**config.mk**
```make
export PLATFORM = sky130hd
export DESIGN_NAME = cic_decimator_flat
export DESIGN_NICKNAME = d
export VERILOG_FILES = /design/src/rtl/cic_decimator_if.sv /design/src/rtl/cic_decimator.sv /design/src/flat_wrapper.sv
export SDC_FILE = /design/constraint.sdc
export NUM_CORES = 1
export LEC_CHECK = 0
export BUFFER_PORTS_ARGS = -buffer_cell sky130_fd_sc_hd__buf_2
export CAP_MARGIN = 15
export CORE_UTILIZATION = 45
export CTS_BUF_LIST = sky130_fd_sc_hd__clkbuf_8
export CTS_CLUSTER_DIAMETER = 100
export DETAILED_ROUTE_END_ITERATION = 12
export SYNTH_ARGS = -nofsm -noshare
export SYNTH_HDL_FRONTEND = slang
export SYNTH_SLANG_ARGS = --single-unit
export TNS_END_PERCENT = 20
```
**constraint.sdc**
```tcl
create_clock -name CLK -period 6.9 [get_ports CLK]
set_input_delay 1.035 -clock CLK [delete_from_list [all_inputs] [get_ports CLK]]
set_output_delay 1.035 -clock CLK [all_outputs]
set_load 0.05 [all_outputs]
```
**src/rtl/cic_decimator_if.sv**
```systemverilog
// Sample-stream bundle between the CIC decimator and its neighbours.
// The master drives the input strobe, sample and controls; the slave returns the decimated stream.
interface cic_decimator_if #(
    parameter int DATA_WIDTH = 16
);
    logic                         EN;
    logic                         bypass;
    logic [1:0]                   dec_sel;
    logic signed [DATA_WIDTH-1:0] x_n;
    logic signed [DATA_WIDTH-1:0] y_m;
    logic                         valid;

    modport master (
        output EN, bypass, dec_sel, x_n,
        input  y_m, valid
    );

    modport slave (
        input  EN, bypass, dec_sel, x_n,
        output y_m, valid
    );
endinterface

```
**src/rtl/cic_decimator.sv**
```systemverilog
// N-stage CIC decimator with unity gain and run-time power-of-two rate R in {2,4,8,16}.
// Integrators run on every input strobe; the combs and the output register fire once per frame.
module cic_decimator #(
    parameter int DATA_WIDTH = 16,
    parameter int STAGES     = 3
) (
    input  logic             CLK,
    input  logic             RST,
    cic_decimator_if.slave   bus
);
    localparam int W   = DATA_WIDTH + 4 * STAGES;
    localparam int SHW = $clog2(W);

    logic signed [W-1:0]          integ_q [STAGES];
    logic signed [W-1:0]          integ_d [STAGES];
    logic signed [W-1:0]          dly_q   [STAGES];
    logic signed [W-1:0]          dly_d   [STAGES];
    logic signed [W-1:0]          comb    [STAGES];
    logic [3:0]                   cnt_q, cnt_d;
    logic [1:0]                   dec_q, dec_d;
    logic signed [DATA_WIDTH-1:0] y_q, y_d;
    logic                         valid_q, valid_d;
    logic [3:0]                   last_cnt;
    logic [SHW-1:0]               shift;
    logic                         term;
    logic signed [W-1:0]          x_ext;

    assign x_ext = {{(W-DATA_WIDTH){bus.x_n[DATA_WIDTH-1]}}, bus.x_n};

    always_comb begin
        last_cnt = 4'd1;
        shift    = SHW'(STAGES);
        case (dec_q)
            2'd0: begin last_cnt = 4'd1;  shift = SHW'(STAGES);     end
            2'd1: begin last_cnt = 4'd3;  shift = SHW'(2 * STAGES); end
            2'd2: begin last_cnt = 4'd7;  shift = SHW'(3 * STAGES); end
            2'd3: begin last_cnt = 4'd15; shift = SHW'(4 * STAGES); end
            default: begin last_cnt = 4'd1; shift = SHW'(STAGES); end
        endcase
    end

    assign term = bus.EN && (cnt_q == last_cnt);

    always_comb begin
        for (int k = 0; k < STAGES; k++) comb[k] = '0;
        comb[0] = integ_q[STAGES-1] - dly_q[0];
        for (int k = 1; k < STAGES; k++) comb[k] = comb[k-1] - dly_q[k];
    end

    always_comb begin
        integ_d = integ_q;
        dly_d   = dly_q;
        cnt_d   = cnt_q;
        dec_d   = dec_q;
        y_d     = y_q;
        valid_d = term;
        if (bus.EN) begin
            integ_d[0] = integ_q[0] + x_ext;
            for (int k = 1; k < STAGES; k++) integ_d[k] = integ_q[k] + integ_q[k-1];
            if (cnt_q == 4'd0) dec_d = bus.dec_sel;
            cnt_d = term ? 4'd0 : cnt_q + 4'd1;
        end
        if (term) begin
            dly_d[0] = integ_q[STAGES-1];
            for (int k = 1; k < STAGES; k++) dly_d[k] = comb[k-1];
            // shift + DATA_WIDTH never exceeds W, so this window is exactly the floor shift truncated
            y_d = comb[STAGES-1][shift +: DATA_WIDTH];
        end
    end

    always_ff @(posedge CLK or negedge RST) begin
        if (!RST) begin
            for (int k = 0; k < STAGES; k++) begin
                integ_q[k] <= '0;
                dly_q[k]   <= '0;
            end
            cnt_q   <= '0;
            dec_q   <= '0;
            y_q     <= '0;
            valid_q <= 1'b0;
        end else begin
            integ_q <= integ_d;
            dly_q   <= dly_d;
            cnt_q   <= cnt_d;
            dec_q   <= dec_d;
            y_q     <= y_d;
            valid_q <= valid_d;
        end
    end

    assign bus.y_m   = bus.bypass ? bus.x_n : y_q;
    assign bus.valid = bus.bypass ? bus.EN  : valid_q;
endmodule
```
**src/flat_wrapper.sv**
```systemverilog
// flat-port wrapper written by rule: the top's interface ports become plain ports
module cic_decimator_flat 
#(
    parameter int DATA_WIDTH = 16,
    parameter int STAGES     = 3
)
  (CLK, RST, bus_EN, bus_bypass, bus_dec_sel, bus_x_n, bus_y_m, bus_valid);
  cic_decimator_if #(.DATA_WIDTH(DATA_WIDTH)) bus_i ();
  input  logic CLK;
  input  logic RST;
  input wire logic [$bits(bus_i.EN)-1:0] bus_EN;
  input wire logic [$bits(bus_i.bypass)-1:0] bus_bypass;
  input wire logic [$bits(bus_i.dec_sel)-1:0] bus_dec_sel;
  input wire logic [$bits(bus_i.x_n)-1:0] bus_x_n;
  output wire logic [$bits(bus_i.y_m)-1:0] bus_y_m;
  output wire logic [$bits(bus_i.valid)-1:0] bus_valid;
  assign bus_i.EN = bus_EN;
  assign bus_i.bypass = bus_bypass;
  assign bus_i.dec_sel = bus_dec_sel;
  assign bus_i.x_n = bus_x_n;
  assign bus_y_m = bus_i.y_m;
  assign bus_valid = bus_i.valid;
  cic_decimator #(.DATA_WIDTH(DATA_WIDTH), .STAGES(STAGES)) u_core (.CLK(CLK), .RST(RST), .bus(bus_i));
endmodule
```
---- Word level (Yosys, flattened, before mapping) ----
Cells that the tools add are included.
word-level totals
  bits in registers ....................... 191
  input port bits ......................... 22
  output and inout port bits .............. 17
  word-level logic and storage cells ...... 31
operators by class
  $add $sub $neg .......................... 7
  eq/ne operators ......................... 4
  shifts and indexed selects .............. 1
  multiplexer cells ....................... 5
  reduce and logical (&&, ||, !) cells .... 4
operator list
  operator                                                         count
  28-bit subtractor                                                3
  28-bit adder                                                     2
  28-bit by 16-bit adder with 28-bit output                        1
  28-bit by 6-bit indexed part select with 16-bit output           1
  5-bit case mux with 4 select lines                               1
  16-bit 2-to-1 mux                                                1
  4-bit case mux with 4 select lines                               1
  4-bit by 1-bit adder with 4-bit output, second input constant    1
  2-bit == test, second input constant                             2
  4-bit == test                                                    1
  4-bit logical NOT                                                1
  4-bit 2-to-1 mux                                                 1
  2-bit by 1-bit == test with 1-bit output, second input constant  1
  2-bit logical NOT                                                1
  2-bit AND reduction                                              1
  1-bit logical AND                                                1
  1-bit 2-to-1 mux                                                 1

---- Longest topological paths before layout ----
Gate-level depths: netlist of run 1.
  depth after elaboration ................. 5
  gate-level depth with buffers ........... 32
  mapped depth without buffers ............ 32

---- Worst setup path before layout of run 1 ----
OpenSTA, ideal clock, no wires.
  path kind ............................... register to register
  start point ............................. reg u_core.dly_q[56] (netlist name)
  end point ............................... reg u_core.y_q[15]
  setup time .............................. 0.133 ns
  arrival ................................. 5.962 ns
  data required time ...................... 6.767 ns
  path slack .............................. 0.805 ns
  cell stages (with the launch flop) ...... 30
  buffers on the path ..................... 0
  clock period less this slack ............ 6.095 ns
  cells stage by stage .................... dfrtp_1 > ha_1 > fa_1 > nor2b_1 > o21ai_0 > a21oi_1 > o21ai_0 > a21oi_1 > a31o_2 > a21o_1 > a21oi_1 > xnor2_1 > ha_1 > a2111o_1 > or3_1 > o32a_1 > o21ai_1 > nor2_1 > xor2_1 > ha_1 > a2111oi_0 > o21ai_0 > a21oi_1 > o21ai_2 > a2111oi_4 > o31ai_2 > xor2_1 > a21o_1 > a31oi_1 > o211ai_1
RTL lines
  element                   RTL line             text
  start: declaration        cic_decimator.sv:16  logic signed [W-1:0] dly_q [STAGES];
  start signal: assignment  cic_decimator.sv:83  dly_q <= dly_d;
  end signal: assignment    cic_decimator.sv:86  y_q <= y_d;
  end: declaration          cic_decimator.sv:21  logic signed [DATA_WIDTH-1:0] y_q, y_d;

==> flow_metrics.tcl, run 1 <==
set metrics [dict create \
    routed_wirelength_um 36600 \
    wire_per_inst_um 16.0 \
    clock_sinks 191 \
    finalSetupTns_ns 0 \
    drtIter0Drc 446 \
    finalSetupViolCount 0 \
    reg2reg_from "u_core.integ_q[0]" \
    synth_top_area_frac 0.305 \
    critPathLaunchType "flip-flop" \
    preCtsSetupSlack_ns 0.230 \
    finalMaxSlewViolations 0 \
    min_from "u_core.dly_q[0]" \
    clk_latency_ns 0.50 \
    yosys_register_bits 191 \
    gp_congestion 0.856 \
    placed_area_mm2 0.0164 \
    crit_family "compound AO/OA/AOI/OAI gates" \
    finalCriticalPeriod_ns 6.47 \
    fin_crit_sh 0.938 \
    grt_pass1_wl_um 61500 \
    avgSynthCellArea_um2 8.73 \
    core_mm2 0.0345 \
    ys_seq_area_frac 0.305 \
    crit_type "flip-flop to flip-flop" \
    cts_hold_buf 0 \
    slowest_stage "a2111o_1" \
    drive_above_1_share 0.105 \
    holdWs_ns 0.492 \
    status "completed" \
    first_global_vias 12629 \
    synthFlopType "dfrtp_1" \
    r2r_slack_ns 0.43 \
    reg2reg_to "u_core.y_q[14]" \
    post-dp-hpwl_um 27900 \
    tritoncts "yes" \
    synthesis.nets 1990 \
    die_w_um 189 \
    cap_violations 0 \
    hold_class "flip-flop to flip-flop" \
    grt_max_degree 69 \
    die-area_mm2 0.0356 \
    fin_area_mm2 0.0169 \
    synth_edf_count 0 \
    finalClockSkew_ns 0.0168 \
    cts_root_buf "clkbuf_8" \
    synth_area_leader_cell "dfrtp_1" \
    synth_area_leaders "dfrtp_1 (30%), ha_1 (13%), mux2_2 (5.7%)" \
    rsz0062_at_grt "false" \
    clk_path_buf_depth 2 \
    tightest_slew_ns 0.852 \
    h-tree-depth 4 \
    fin_nets 2008 \
    critical_path_arrival_ns 6.91 \
    hold_viol 0 \
    ys_warn_count 0 \
    antenna_cells 0 \
    slew-limit-headroom 0.428 \
    path_clk_slew_ns 0.11 \
    reg2reg_depth 30 \
    ys_async_sr_fraction 1.00 \
    vias 12829 \
    drtPass1Iterations 5 \
    gr-total-overflow 0 \
    path_buf_inv 1 \
    start_util 0.456 \
    grt_usage 0.213 \
    holdPathEnd "u_core.dly_q[0]" \
    synth_cell_type_count 79 \
    route.detailed.drc 0 \
    port_buffers 38 \
    antenna_left 0 \
    worstPathRequired_ns 7.34 \
    area_growth_pct 7.37 \
    rows 68 \
    max_clock_freq_mhz 155 \
    cpPeakStageDelay_ns 0.45 \
    ioPinCount 39 \
    syn-cell-area_mm2 0.0157 \
    grt_antenna_before_repair 3 \
    dieHeight_um 189 \
    cp-end-kind "flip-flop" \
    cts_buffers 17 \
    hold_path_depth 2 \
    via_per_inst 5.62 \
    path_max_fanout 5 \
    postSynthCellCount 1798 \
    worst_slack_ns 0.430 \
]
## cells by family (layout without fill, tap and decap cells)
family                     Yosys count  in the layout  share of synthesized area
buffers and inverters              195            225                     0.0471
AOI/OAI and AO/OA                  562            562                      0.232
xor gates and xnor gates           119            119                     0.0683
and+or+nand+nor                    466            466                      0.142
muxes                               95             95                     0.0678
adders and majority gates          170            170                      0.138
DFF                                191            191                      0.305
## cell usage after synthesis, drive strengths merged (9+ instances only)
cell type and number:
a31oi 17, a211oi 20, nand2 163, nand3 39, o31ai 22, clkbuf 45, and2 10, and3 16
o21bai 30, inv 138, nand4 15, xnor2 80, nor3 37, a21o 59, o21a 31, o211ai 9
o21ai 161, mux2 80, buf 10, a21boi 14, nand2b 16, a21oi 134, ha 164, dfrtp 191
mux2i 14, nor2b 20, nor2 95, xor2 37, or3 17
## metal layers
layer,global-route usage,share of wire
met3,0.0287,0.028
met2,0.354,0.46
met5,0,0
met4,0.0661,0.019
met1,0.286,0.49
## worst max path at each step
stage	start	to	slack (ns)	cells after the start
6_report	u_core.integ_q[0]	u_core.y_q[14]	0.43	30
5_1_grt	u_core.integ_q[0]	u_core.y_q[14]	0.03	30
4_1_cts	u_core.integ_q[0]	u_core.y_q[14]	0.22	30
3_5_place_dp	u_core.integ_q[0]	u_core.y_q[14]	0.23	30
3_3_place_gp	u_core.integ_q[0]	u_core.y_q[14]	0.41	30
2_1_floorplan	u_core.dly_q[56]	u_core.y_q[15]	0.81	29
## area by class of cell
class                           instances  area [um2]
Fill cell                            3316       17600
Multi-Input combinational cell       1412       10200
Sequential cell                       191        4780
Tap cell                              455         569
Inverter                              140         528
Timing Repair Buffer                   54         322
Clock buffer                           19         262
Clock inverter                         12         183
## placed cells by master, fill, tap and decap left out, types with 17 or more instances in the layout
cell type  instances
a211oi_1          20
a21o_1            59
a21oi_1          133
buf_2             36
buf_4             17
clkbuf_8          20
dfrtp_1          191
ha_1             163
inv_1            137
mux2_2            80
nand2_1          163
nand3_1           38
nor2_1            95
nor2b_1           20
nor3_1            37
o21a_1            31
o21ai_0          152
o21bai_1          30
o31ai_1           21
or3_1             17
xnor2_1           80
xor2_1            37
## repair_timing
action / in CTS / in global routing
endpoints found under the hold margin: 0 / 0
resized for setup: 0 / 9
endpoints found under the setup margin: 0 / 5
buffers inserted: 0 / 3
## sequential cells by signal (all words and copies together), names as in the netlist
name / count
u_core.dec_q: 2
u_core.y_q: 16
u_core.cnt_q: 4
u_core.valid_q: 1
u_core.dly_q: 84
u_core.integ_q: 84
## worst min-delay path: stages (launching register included)
cell and delay (ns):
dfrtp_1 0.36, nand2_1 0.05, o21ai_0 0.06
## per-stage QoR
stage                     std cells   util
after floorplan                1798      -
after global placement         2249  0.475
after detailed placement       2249  0.475
after CTS                      2280  0.488
after global routing           2283  0.489
final                          2283  0.489
Power of run 1 is left out: the tool's default activity adds up to more than one toggle a clock period on the data nets, which glitch-free logic cannot reach.
==> run 2: changes to the inputs <==
Settings changed: CORE_UTILIZATION 45 to 66, PLACE_DENSITY set to 0.84, RECOVER_POWER set to 100.
==> run 2 against run 1 <==
Effect of this change:
- the run now ends with max-capacitance violations, max-slew violations left
- sequential cell count unchanged
- clock-buffer cell count decreased by 2
- hold slack got worse by 0.00055 ns
- routed wire length decreased by 2.7%
- register-to-register slack got worse by 0.05 ns
- critical endpoint unchanged
- sequential share of layout area increased by 0.51 points
==> flow_metrics.tcl, run 2 (same netlist as run 1, synthesis figures left out) <==
set metrics [dict create \
    cp-end-kind "flip-flop" \
    wire_per_inst_um 16.6 \
    die_w_um 156 \
    grt_usage 0.303 \
    via_per_inst 6.18 \
    status "finished with violations" \
    ioPinCount 39 \
    tritoncts "yes" \
    preCtsSetupSlack_ns 0.142 \
    critical_path_arrival_ns 6.96 \
    cpPeakStageDelay_ns 0.44 \
    path_max_fanout 6 \
    routed_wirelength_um 35700 \
    reg2reg_depth 30 \
    max_clock_freq_mhz 153 \
    reg2reg_to "u_core.y_q[14]" \
    antenna_cells 0 \
    clk_latency_ns 0.52 \
    cts_buffers 17 \
    critPathMostFrequentCell "o21ai_1" \
    grt_antenna_before_repair 3 \
    ff_latch_area_mm2 0.00478 \
    gr-total-overflow 0 \
    n_fill_cell 1805 \
    finalClockSkew_ns 0.0303 \
    crit_type "flip-flop to flip-flop" \
    hold_viol 0 \
    first_global_vias 12570 \
    min_from "u_core.dly_q[29]" \
    reg2reg_from "u_core.integ_q[0]" \
    biggestRegsByFlops "u_core.dly_q x84, u_core.integ_q x84, u_core.y_q x16" \
    worstPathRequired_ns 7.34 \
    area_growth_pct 5.48 \
    cap_violations 4 \
    drtPass1Iterations 8 \
    core_mm2 0.0234 \
    vias 13259 \
    grt_pass1_wl_um 58900 \
    antenna_left 0 \
    slowest_stage "a2111o_1" \
    grt_max_degree 104 \
    path_clk_slew_ns 0.12 \
    worst_slack_ns 0.380 \
    dieHeight_um 156 \
    port_buffers 38 \
    r2r_slack_ns 0.38 \
    clock_sinks 191 \
    fin_crit_sh 0.945 \
    finalMaxSlewViolations 233 \
    drive_above_1_share 0.0882 \
    finalSetupViolCount 0 \
    holdPathEnd "u_core.dly_q[29]" \
    start_util 0.671 \
    h-tree-depth 4 \
    gp_congestion 0.920 \
    holdWs_ns 0.492 \
    final_util 0.707 \
    clk_path_buf_depth 2 \
    rows 56 \
    slew-limit-headroom -2.77 \
    multi_input_area_mm2 0.0102 \
    finalCriticalPeriod_ns 6.52 \
    hold_class "flip-flop to flip-flop" \
    layout_commonest_cell "dfrtp_1" \
    hold_path_depth 2 \
    critPathLaunchType "flip-flop" \
    cts_root_buf "clkbuf_8" \
    tightest_slew_ns 5.65 \
    fin_nets 2004 \
    route.detailed.drc 0 \
    drtIter0Drc 625 \
    die-area_mm2 0.0244 \
    failed_checks "max-capacitance violations, max-slew violations" \
    final_cell_mix "dfrtp_1 (191), nand2_1 (163), ha_1 (163)" \
    post-dp-hpwl_um 26800 \
]
run 2: changes by cell type in the layout (fill, tap and decap cells not counted), sizes merged:
| cell | delta |
|---|---|
| buf | -28 |
| bufinv | -4 |
| clkbuf | +22 |
| clkinv | +5 |
| clkinvlp | -4 |
| inv | +6 |
run 2: what timing repair did:
action                                  in CTS  in global routing
setup buffers                                0                  3
hold buffers                                 0                  0
resized for setup                            0                 10
endpoints found under the setup margin       0                  7
endpoints found under the hold margin        0                  0
run 2: worst max path at each step:
stage,slack [ns],cells after the start,start,to
final,0.38,30,u_core.integ_q[0],u_core.y_q[14]
after global routing,-0.03,30,u_core.integ_q[0],u_core.y_q[14]
after CTS,0.09,30,u_core.integ_q[0],u_core.y_q[14]
after detailed placement,0.14,30,u_core.integ_q[0],u_core.y_q[14]
after global placement,0.44,30,u_core.integ_q[0],u_core.y_q[15]
after floorplan,0.81,29,u_core.dly_q[56],u_core.y_q[15]
run 2: final cells by class:
class                           instances  area share
Timing Repair Buffer                   50      0.0145
Tap cell                              319      0.0241
Multi-Input combinational cell       1412       0.616
Inverter                              140      0.0318
Clock buffer                           17      0.0141
Clock inverter                         15      0.0110
Sequential cell                       191       0.289
run 2: worst max-delay path: cells and delay by family (launching register included):
family	cells	cell delay (ns)
adders and majority gates	4	1.05
buffers and inverters	1	0.11
AOI/OAI and AO/OA	20	4.05
and+or+nand+nor	3	0.49
DFF	1	0.40
xor gates and xnor gates	2	0.39
run 2: metal layers:
metal / vias to the layer above / GRT usage / part of all wire / routed length [um]
li1: 6543 / - / - / -
met1: 6279 / 0.391 / 0.44 / 15700
met2: 363 / 0.504 / 0.47 / 16800
met3: 74 / 0.0548 / 0.065 / 2330
met4: 0 / 0.116 / 0.024 / 852
met5: - / 0 / 0 / 0
run 2: stage by stage:
step / std cells / TNS [ns] / area (um2)
after floorplan: 1798 / 0 / 15700
after global placement: 2109 / 0 / 16200
after detailed placement: 2109 / 0 / 16200
after CTS: 2141 / 0 / 16600
after global routing: 2144 / -0.0355 / 16600
final: 2144 / 0 / 16600
Power of run 2 is left out for the same reason.
